===== config.mk =====
export PLATFORM = sky130hd
export DESIGN_NAME = sample_acq_ctrl_flat
export DESIGN_NICKNAME = d
export VERILOG_FILES = /design/src/rtl/acq_pkg.sv /design/src/rtl/sample_acq_ctrl_if.sv /design/src/rtl/acq_rd_pipe.sv /design/src/rtl/sample_acq_ctrl.sv /design/src/flat_wrapper.sv
export SDC_FILE = /design/constraint.sdc
export NUM_CORES = 1
export LEC_CHECK = 0
export CORE_AREA = 3 3 123 125
export DETAILED_ROUTE_END_ITERATION = 12
export DIE_AREA = 0 0 126 128
export SKIP_LAST_GASP = 1
export SYNTH_ARGS = -nofsm -noshare
export SYNTH_HDL_FRONTEND = slang
export SYNTH_SLANG_ARGS = --single-unit

===== constraint.sdc =====
create_clock -name clk -period 5.9 [get_ports clk]
set_clock_uncertainty 0.05 [all_clocks]
set_input_delay 0.59 -clock clk [delete_from_list [all_inputs] [get_ports clk]]
set_output_delay 0.59 -clock clk [all_outputs]
set_load 0.1 [all_outputs]

===== src/rtl/acq_pkg.sv =====
// Shared constants and state encoding for the sample acquisition sequencer.
// Defaults match the 1024 x 14 sample RAM instance.
package acq_pkg;

  localparam int DEF_N_ENTRIES = 1024;
  localparam int DEF_ADDR_W    = 10;
  localparam int DEF_BIT_W     = 14;

  localparam int ST_W = 3;

  localparam logic [ST_W-1:0] ST_IDLE     = 3'd0;
  localparam logic [ST_W-1:0] ST_PRETRIG  = 3'd1;
  localparam logic [ST_W-1:0] ST_ARMED    = 3'd2;
  localparam logic [ST_W-1:0] ST_POSTTRIG = 3'd3;
  localparam logic [ST_W-1:0] ST_DONE     = 3'd4;
  localparam logic [ST_W-1:0] ST_READOUT  = 3'd5;

  typedef enum logic [ST_W-1:0] {
    S_IDLE     = ST_IDLE,
    S_PRETRIG  = ST_PRETRIG,
    S_ARMED    = ST_ARMED,
    S_POSTTRIG = ST_POSTTRIG,
    S_DONE     = ST_DONE,
    S_READOUT  = ST_READOUT
  } acq_state_e;

endpackage


===== src/rtl/sample_acq_ctrl_if.sv =====
// Sample RAM port bundle: the sequencer is master, the RAM is slave.
// The RAM samples address/enables on the falling clock edge.
interface sample_acq_ctrl_if #(
  parameter int ADDR_W = acq_pkg::DEF_ADDR_W,
  parameter int BIT_W  = acq_pkg::DEF_BIT_W
);

  logic [ADDR_W-1:0] ram_addr;
  logic              ram_wr_en;
  logic              ram_rd_en;
  logic [BIT_W-1:0]  ram_data_wr;
  logic [BIT_W-1:0]  ram_data_rd;

  modport master (
    output ram_addr,
    output ram_wr_en,
    output ram_rd_en,
    output ram_data_wr,
    input  ram_data_rd
  );

  modport slave (
    input  ram_addr,
    input  ram_wr_en,
    input  ram_rd_en,
    input  ram_data_wr,
    output ram_data_rd
  );

endinterface


===== src/rtl/acq_rd_pipe.sv =====
// Readout sequencing: rd_ptr/rd_cnt walk the record oldest-first and the
// RAM read data is registered into rd_data/rd_valid/rd_last one cycle later.
module acq_rd_pipe #(
  parameter int N_ENTRIES = acq_pkg::DEF_N_ENTRIES,
  parameter int ADDR_W    = $clog2(N_ENTRIES),
  parameter int BIT_W     = acq_pkg::DEF_BIT_W
) (
  input  logic              clk,
  input  logic              rst_n,
  input  logic              in_done,
  input  logic              in_readout,
  input  logic              flush,
  input  logic              rd_req,
  input  logic [ADDR_W-1:0] start_ptr,
  input  logic [BIT_W-1:0]  ram_data_rd,
  output logic [ADDR_W-1:0] rd_addr,
  output logic              rd_issue,
  output logic              rd_full,
  output logic [BIT_W-1:0]  rd_data,
  output logic              rd_valid,
  output logic              rd_last
);

  localparam logic [ADDR_W:0] FULL = (ADDR_W+1)'(N_ENTRIES);

  logic [ADDR_W-1:0] rd_ptr;
  logic [ADDR_W-1:0] cur_ptr;
  logic [ADDR_W:0]   rd_cnt;
  logic [ADDR_W:0]   cur_cnt;
  logic              active;
  logic              is_last;

  // DONE presents the record start so a request there is served at once
  assign active   = in_done | in_readout;
  assign cur_ptr  = in_done ? start_ptr : rd_ptr;
  assign cur_cnt  = in_done ? '0 : rd_cnt;
  assign rd_issue = rd_req & active & (cur_cnt != FULL);
  assign is_last  = cur_cnt == (FULL - 1'b1);
  assign rd_full  = in_readout & (rd_cnt == FULL);
  assign rd_addr  = cur_ptr;

  always_ff @(posedge clk or negedge rst_n) begin
    if (!rst_n) begin
      rd_ptr   <= '0;
      rd_cnt   <= '0;
      rd_data  <= '0;
      rd_valid <= 1'b0;
      rd_last  <= 1'b0;
    end else begin
      if (active) begin
        rd_ptr <= cur_ptr + {{(ADDR_W-1){1'b0}}, rd_issue};
        rd_cnt <= cur_cnt + {{ADDR_W{1'b0}}, rd_issue};
      end
      if (rd_issue)
        rd_data <= ram_data_rd;
      rd_valid <= rd_issue & ~flush;
      rd_last  <= rd_issue & ~flush & is_last;
    end
  end

endmodule


===== src/rtl/sample_acq_ctrl.sv =====
// Acquisition sequencer: circular capture with pre-trigger depth into the
// sample RAM, then time-ordered readout of the frozen record.
module sample_acq_ctrl #(
  parameter int N_ENTRIES = acq_pkg::DEF_N_ENTRIES,
  parameter int ADDR_W    = $clog2(N_ENTRIES),
  parameter int BIT_W     = acq_pkg::DEF_BIT_W
) (
  input  logic              clk,
  input  logic              rst_n,
  input  logic              arm,
  input  logic              abort,
  input  logic [ADDR_W-1:0] pretrig_len,
  input  logic [BIT_W-1:0]  sample_in,
  input  logic              sample_valid,
  input  logic              trig_in,
  sample_acq_ctrl_if.master ram,
  input  logic              rd_req,
  output logic [BIT_W-1:0]  rd_data,
  output logic              rd_valid,
  output logic              rd_last,
  output logic              busy,
  output logic              done,
  output logic [ADDR_W-1:0] trig_addr
);

  import acq_pkg::*;

  localparam logic [ADDR_W:0] N_CNT = (ADDR_W+1)'(N_ENTRIES);
  localparam logic [ADDR_W:0] ONE   = (ADDR_W+1)'(1);

  acq_state_e        state;
  logic [ADDR_W-1:0] wr_ptr;
  logic [ADDR_W-1:0] plen;
  logic [ADDR_W:0]   cnt;
  logic [ADDR_W:0]   post;
  logic              capturing;
  logic              in_done;
  logic              in_readout;
  logic              wr;
  logic              arm_ok;
  logic              flush;
  logic [ADDR_W-1:0] start_ptr;
  logic [ADDR_W-1:0] rd_addr;
  logic              rd_issue;
  logic              rd_full;

  assign capturing = (state == S_PRETRIG) |
                     (state == S_ARMED) |
                     (state == S_POSTTRIG);
  assign in_done    = state == S_DONE;
  assign in_readout = state == S_READOUT;
  assign wr         = capturing & sample_valid;
  assign arm_ok     = arm & ((state == S_IDLE) | in_done);
  assign flush      = abort | (arm & in_done);
  assign post       = N_CNT - {1'b0, plen};
  assign start_ptr  = trig_addr - plen;

  assign busy = capturing;
  assign done = in_done | in_readout;

  assign ram.ram_addr    = done ? rd_addr : wr_ptr;
  assign ram.ram_wr_en   = wr;
  assign ram.ram_rd_en   = rd_issue;
  assign ram.ram_data_wr = sample_in;

  always_ff @(posedge clk or negedge rst_n) begin
    if (!rst_n) begin
      state     <= S_IDLE;
      wr_ptr    <= '0;
      plen      <= '0;
      cnt       <= '0;
      trig_addr <= '0;
    end else begin
      if (wr)
        wr_ptr <= wr_ptr + 1'b1;
      if (abort) begin
        state <= S_IDLE;
      end else if (arm_ok) begin
        // pretrig_len is ADDR_W wide, so it never exceeds N_ENTRIES-1
        plen  <= pretrig_len;
        cnt   <= '0;
        state <= (pretrig_len == '0) ? S_ARMED : S_PRETRIG;
      end else begin
        unique case (state)
          S_PRETRIG: if (wr) begin
            cnt <= cnt + 1'b1;
            if ((cnt + 1'b1) == {1'b0, plen})
              state <= S_ARMED;
          end
          S_ARMED: if (wr && trig_in) begin
            trig_addr <= wr_ptr;
            cnt       <= post - 1'b1;
            state     <= (post == ONE) ? S_DONE : S_POSTTRIG;
          end
          S_POSTTRIG: if (wr) begin
            cnt <= cnt - 1'b1;
            if (cnt == ONE)
              state <= S_DONE;
          end
          S_DONE: if (rd_req)
            state <= S_READOUT;
          S_READOUT: if (rd_full)
            state <= S_DONE;
          default: ;
        endcase
      end
    end
  end

  acq_rd_pipe #(
    .N_ENTRIES (N_ENTRIES),
    .ADDR_W    (ADDR_W),
    .BIT_W     (BIT_W)
  ) u_rd_pipe (
    .clk         (clk),
    .rst_n       (rst_n),
    .in_done     (in_done),
    .in_readout  (in_readout),
    .flush       (flush),
    .rd_req      (rd_req),
    .start_ptr   (start_ptr),
    .ram_data_rd (ram.ram_data_rd),
    .rd_addr     (rd_addr),
    .rd_issue    (rd_issue),
    .rd_full     (rd_full),
    .rd_data     (rd_data),
    .rd_valid    (rd_valid),
    .rd_last     (rd_last)
  );

endmodule


===== src/flat_wrapper.sv =====
// flat-port wrapper written by rule: the top's interface ports become plain ports
module sample_acq_ctrl_flat import acq_pkg::*;
#(
  parameter int N_ENTRIES = acq_pkg::DEF_N_ENTRIES,
  parameter int ADDR_W    = $clog2(N_ENTRIES),
  parameter int BIT_W     = acq_pkg::DEF_BIT_W
)
  (clk, rst_n, arm, abort, pretrig_len, sample_in, sample_valid, trig_in, rd_req, rd_data, rd_valid, rd_last, busy, done, trig_addr, ram_ram_addr, ram_ram_wr_en, ram_ram_rd_en, ram_ram_data_wr, ram_ram_data_rd);
  sample_acq_ctrl_if #(.ADDR_W(ADDR_W), .BIT_W(BIT_W)) ram_i ();
  input  logic clk;
  input  logic rst_n;
  input  logic arm;
  input  logic abort;
  input  logic [ADDR_W-1:0] pretrig_len;
  input  logic [BIT_W-1:0] sample_in;
  input  logic sample_valid;
  input  logic trig_in;
  input  logic rd_req;
  output logic [BIT_W-1:0] rd_data;
  output logic rd_valid;
  output logic rd_last;
  output logic busy;
  output logic done;
  output logic [ADDR_W-1:0] trig_addr;
  output wire logic [$bits(ram_i.ram_addr)-1:0] ram_ram_addr;
  output wire logic [$bits(ram_i.ram_wr_en)-1:0] ram_ram_wr_en;
  output wire logic [$bits(ram_i.ram_rd_en)-1:0] ram_ram_rd_en;
  output wire logic [$bits(ram_i.ram_data_wr)-1:0] ram_ram_data_wr;
  input wire logic [$bits(ram_i.ram_data_rd)-1:0] ram_ram_data_rd;
  assign ram_ram_addr = ram_i.ram_addr;
  assign ram_ram_wr_en = ram_i.ram_wr_en;
  assign ram_ram_rd_en = ram_i.ram_rd_en;
  assign ram_ram_data_wr = ram_i.ram_data_wr;
  assign ram_i.ram_data_rd = ram_ram_data_rd;
  sample_acq_ctrl #(.N_ENTRIES(N_ENTRIES), .ADDR_W(ADDR_W), .BIT_W(BIT_W)) u_core (.clk(clk), .rst_n(rst_n), .arm(arm), .abort(abort), .pretrig_len(pretrig_len), .sample_in(sample_in), .sample_valid(sample_valid), .trig_in(trig_in), .ram(ram_i), .rd_req(rd_req), .rd_data(rd_data), .rd_valid(rd_valid), .rd_last(rd_last), .busy(busy), .done(done), .trig_addr(trig_addr));
endmodule

Yosys cells after proc, flatten, opt, wreduce, memory -nomap -nowiden
Index checks and enable logic that the tools add are counted.
Word-level totals
  register bits after elaboration: 81
  input bits: 45
  output and inout port bits: 54
  word-level logic and storage cells: 84
Cells by class
  add/sub/neg operators: 8
  eq/ne operators: 21
  multiplexer cells: 20
  bitwise operators: 16
  reduce and logical (&&, ||, !) cells: 9
Operators by type and width (number)
  2-to-1 mux 11 bit: 5
  one-hot mux 11 bit (3 select lines): 1
  2-to-1 mux 3 bit: 10
  equality test 11 x 1 -> 1 bit, second input constant: 2
  subtractor 11 x 1 -> 11 bit, second input constant: 2
  2-to-1 mux 10 bit: 2
  one-hot mux 3 bit (5 select lines): 1
  inequality test 4 x 3 -> 1 bit, second input constant: 3
  adder 11 x 1 -> 11 bit: 1
  adder 11 x 1 -> 11 bit, second input constant: 1
  equality test 11 x 10 -> 1 bit: 1
  equality test 11 x 10 -> 1 bit, second input constant: 1
  equality test 11 bit, second input constant: 1
  inequality test 11 bit, second input constant: 1
  subtractor 11 x 10 -> 11 bit, first input constant: 1
  adder 10 x 1 -> 10 bit: 1
  adder 10 x 1 -> 10 bit, second input constant: 1
  zero test 10 bit: 1
  subtractor 10 bit: 1
  bitwise AND 1 bit: 8
  inequality test 4 x 2 -> 1 bit, second input constant: 2
  inequality test 4 bit, second input constant: 2
  AND reduction 8 bit: 1
  nonzero test 7 bit: 1
  14 further kinds: 23

Longest topological paths before layout
  word-level depth: 9
  depth in mapped cells: 15
  mapped depth without buffers: 13

By module
Synthesis repeated with hierarchy kept, for this count alone.
Unflattened totals
  cell total of the unflattened synthesis: 676
  area total of the unflattened synthesis: 5933.2 um^2
By module, submodules not included
  sample_acq_ctrl: instances 1, cells each 491, area each 3905.0 um^2, sequential area each 1101.1 um^2
  acq_rd_pipe: instances 1, cells each 185, area each 2028.2 um^2, sequential area each 925.9 um^2

Least setup slack after synthesis
OpenSTA, ideal clock, no wires.
  kind: reg-to-output
  start: register u_core.trig_addr[0]
  end: output port ram_ram_addr[6]
  data arrival time: 4495 ps
  data required time: 5260 ps
  path slack: 765 ps
  stages on the path, launching flop included: 9
  buffers on the path: 0
  cells stage by stage: dfrtp_1 inv_1 ha_1 fa_1 nor2b_1 o221ai_1 nor3_1 o22ai_1 o21ai_0
On the way
  word-level cells in the longest chain between the ends: 3
Ends and longest elaborated chain
  start, declared: line sample_acq_ctrl.sv:23  | output logic [ADDR_W-1:0] trig_addr
  start signal, assigned: line sample_acq_ctrl.sv:91  | trig_addr <= wr_ptr;
  subtractor 10 bit: line sample_acq_ctrl.sv:56  | assign start_ptr = trig_addr - plen;
  2-to-1 mux 10 bit: line acq_rd_pipe.sv:35  | assign cur_ptr = in_done ? start_ptr : rd_ptr;
  2-to-1 mux 10 bit: line sample_acq_ctrl.sv:61  | assign ram.ram_addr = done ? rd_addr : wr_ptr;
  end, declared: line flat_wrapper.sv:25  | output wire logic [$bits(ram_i.ram_addr)-1:0] ram_ram_addr;
Every way passes these cells.

Worst setup path in the final report
  start: register u_core.plen[3]
  end: output port ram_ram_addr[9]
On the way
  word-level cells in the longest chain between the ends: 3
Ends and longest elaborated chain
  start, declared: line sample_acq_ctrl.sv:33  | logic [ADDR_W-1:0] plen;
  start signal, assigned: line sample_acq_ctrl.sv:80  | plen <= pretrig_len;
  subtractor 10 bit: line sample_acq_ctrl.sv:56
  2-to-1 mux 10 bit: line acq_rd_pipe.sv:35
  2-to-1 mux 10 bit: line sample_acq_ctrl.sv:61
Every way passes these cells.

==> flow_metrics.env <==
export IMPL_fp_dieH_um=128
export IMPL_clk_latency_ns=0.35
export IMPL_worstSetupPathType="reg2out"
export IMPL_synthMuxAreaShare_pct=3.52
export IMPL_grt_usage_pct=19.1
export IMPL_start_util_pct=39.8
export IMPL_critPathSlowestCell="clkdlybuf4s50_1"
export IMPL_post_cts_buffers=0
export IMPL_utilization_pct=47.0
export IMPL_routabilityCongestion=0.921
export IMPL_hold_violations=0
export IMPL_drtAntennaViolNets=0
export IMPL_drt_iter0_drc=439
export IMPL_synth_seq_area_share_pct=36.4
export IMPL_netlist_area_um2=5570
export IMPL_grt_pass1_wl_mm=24.8
export IMPL_cap_violations=0
export IMPL_io_pins=99
export IMPL_synth_compound_area_share_pct=17.3
export IMPL_arrival_ns=3.97
export IMPL_slew_viol_final=0
export IMPL_nNetsFinal=777
export IMPL_power_density_nw_per_um2=511
export IMPL_fin_area_um2=6580
export IMPL_worstSetupStartpointType="flop"
export IMPL_reg2reg_setup_slack_ns=1.71
export IMPL_syn_avg_cell_area_um2=8.21
export IMPL_wl_met1_mm=6.93
export IMPL_wl_per_cell_um=17.0
export IMPL_n_antenna_cell=0
export IMPL_synth_simple_area_share_pct=23.3
export IMPL_cts_buffer_depth=2
export IMPL_synthArstFlopShare_pct=100
export IMPL_hpwl_mm=11.1
export IMPL_slew_headroom_pct=24.6
export IMPL_ys_flop_type="dfrtp_1"
export IMPL_synthAdderAreaFrac_pct=4.63
export IMPL_final_seq_area_um2=2030
export IMPL_layout_min_cycle_time_ns=4.61
export IMPL_power_static_leakage_nw=2.83
export IMPL_fill_cells=1350
export IMPL_ys_seq_elements=81
export IMPL_synth_top_family_by_area="simple AND/OR/NAND/NOR gates"
export IMPL_grt_max_degree=82
export IMPL_setup_viol=0
export IMPL_cp_max_fo=7
export IMPL_synth_nets=744
export IMPL_die_x_um=126
export IMPL_rsz0062_at_grt="no"
export IMPL_finalCritPeriodShare_pct=78.1
export IMPL_met3_wirelength_um=856
export IMPL_cts_resized=0
export IMPL_status="finished, final reports clean"
export IMPL_vias_per_cell=5.63
export IMPL_multi_input_area_um2=3200
export IMPL_peakVddDrop_v=0.000295
export IMPL_hp_class="in2async"
export IMPL_worstPathCellList="clkinv_1 -> ha_1 -> o2111ai_1 -> a311oi_1 -> a211oi_1 -> xnor2_1 -> nand2_1 -> a31oi_1 -> clkdlybuf4s50_1"
export IMPL_fmaxAchievable_mhz=217
export IMPL_synth_cell_types=62
export IMPL_worst_slew_pin_slew_ns=1.12
export IMPL_slowest_delay_ns=1.17
export IMPL_grt_pass1_vias=4790
export IMPL_setup_tns_final_ns=0
export IMPL_cts_clk_slew_worst_paths_ns=0.06
export IMPL_vias=5052
export IMPL_routed_top_layer="met4"
export IMPL_routed_wl_mm=15.2
export IMPL_cts_buffers=9
export IMPL_cts_tree="done"
export IMPL_power_mw=3.36
export IMPL_dieArea_um2=16100
export IMPL_final_layout_size_suffix_gt1_share_pct=5.72
export IMPL_finalNonFillerCells=897
export IMPL_h_tree_depth=3
export IMPL_synth_warnings=0
export IMPL_synth_edf_count=0
export IMPL_critPathCaptureType="primary output"
export IMPL_area_delta_synth_final_pct=18.1
export IMPL_core_area_um2=14000
export IMPL_required_ns=5.26
export IMPL_antenna_found_initial=0
export IMPL_clock_sinks=81
export IMPL_met2_length_mm=7.13
export IMPL_rows=43
export IMPL_synth_xor_area_share_pct=8.64
export IMPL_drc=0
export IMPL_grt_overflow=0
export IMPL_syn_inst=679
export IMPL_cts_hold_buf=0
export IMPL_first_pass_iters=5
export IMPL_placed_cell_area_um2=6270
export IMPL_cts_root_buf="clkbuf_16"
export IMPL_io_buffers=70
export IMPL_dp_cells=881
## state kept, by name (all words and copies together), names as in the netlist
register	flops
u_core.u_rd_pipe.rd_data	14
u_core.cnt	11
u_core.u_rd_pipe.rd_cnt	11
u_core.plen	10
u_core.trig_addr	10
u_core.u_rd_pipe.rd_ptr	10
u_core.wr_ptr	10
u_core.state	3
u_core.u_rd_pipe.rd_last	1
u_core.u_rd_pipe.rd_valid	1
## per-stage QoR
step / hold WS [ns] / setup WS, ns
4_1_cts: 0.433 / 1.30
6_report: 0.343 / 1.29
3_3_place_gp: 0.408 / 1.71
3_5_place_dp: 0.416 / 1.69
2_1_floorplan: 0.244 / 0.765
5_1_grt: 0.457 / 1.09
## synth_stat cells (all sizes together) (4+ instances only)
cell type  count  share of area, %
buf           22               2.6
nor2          47               3.2
o21ai         58               5.2
o22ai          6              0.67
nand2b        10               1.1
nand2        114               7.7
or3           11               1.3
a211oi         9               1.2
xnor2         36               5.7
ha            19               4.3
and4           5              0.79
mux2i          5              0.90
nor3          15               1.3
nor4           9               1.1
a21o           7              0.94
and3           9               1.0
and2           4              0.45
nor2b          4              0.45
nand3         18               1.6
clkbuf        30               2.0
a21oi         40               3.6
dfrtp         81                36
mux2          13               2.6
xor2          19               3.0
inv           24               1.6
a31oi          8              0.90
nand4          9               1.0
## cell families (layout without fill, tap and decap cells)
kind of cell / count (synthesis) / in the layout
xor+xnor: 55 / 55
buf+inv: 77 / 115
flops: 81 / 81
compound gates: 158 / 158
mux: 18 / 18
fa+ha+maj: 20 / 20
simple gates: 270 / 270
## final cells by class
class | instances | area share, %
Clock buffer | 10 | 3.63
Clock inverter | 6 | 1.12
Inverter | 25 | 1.43
Multi-Input combinational cell | 521 | 48.6
Sequential cell | 81 | 30.8
Tap cell | 180 | 3.42
Timing Repair Buffer | 74 | 11.0
## path summary, 6_finish.rpt
kind	depth (start not counted)	startpoint	endpoint
setup / recovery	9	u_core.plen[3]$_DFFE_PN0P_	ram_ram_addr[9]
hold / removal	1	rst_n	u_core.cnt[9]$_DFFE_PN0P_
setup reg to reg	14	u_core.state[1]$_DFFE_PN0P_	u_core.u_rd_pipe.rd_ptr[9]$_DFFE_PN0N_
hold reg to reg	2	u_core.u_rd_pipe.rd_data[11]$_DFFE_PN0P_	u_core.u_rd_pipe.rd_data[11]$_DFFE_PN0P_
max in group asynchronous	1	rst_n	u_core.u_rd_pipe.rd_data[2]$_DFFE_PN0P_
min in group clk	2	u_core.u_rd_pipe.rd_data[11]$_DFFE_PN0P_	u_core.u_rd_pipe.rd_data[11]$_DFFE_PN0P_
## report_power, final
group | leakage [nW] | internal, mW | switching (mW)
logic | 1.65 | 0.632 | 1.17
clock network | 0.147 | 0.345 | 0.250
registers | 1.04 | 0.699 | 0.264
## routing by layer
metal | vias to the layer above | GRT usage, %
li1 | 2438 | -
met1 | 2413 | 25.9
met2 | 171 | 30.6
met3 | 30 | 3.33
met4 | 0 | 7.51
met5 | - | 0
## critical path, delay by kind of cell, from the launching register on
family | cells | cell delay, ns
xor+xnor | 1 | 0.29
simple gates | 1 | 0.09
flops | 1 | 0.47
fa+ha+maj | 1 | 0.45
buf+inv | 2 | 1.44
compound gates | 4 | 0.86
## cell usage in the layout, fill, tap and decap left out, types with 10 or more instances in the layout
cell type,Yosys,routed
a21oi_1,40,40
clkdlybuf4s50_1,0,68
dfrtp_1,81,81
ha_1,19,19
inv_1,23,23
mux2_2,13,13
nand2_1,114,114
nand2b_1,10,10
nand3_1,18,18
nor2_1,47,47
nor3_1,15,15
o21ai_0,52,52
or3_1,10,10
xnor2_1,36,36
xor2_1,19,19
Note: power is estimated with default switching activity, not from simulation.
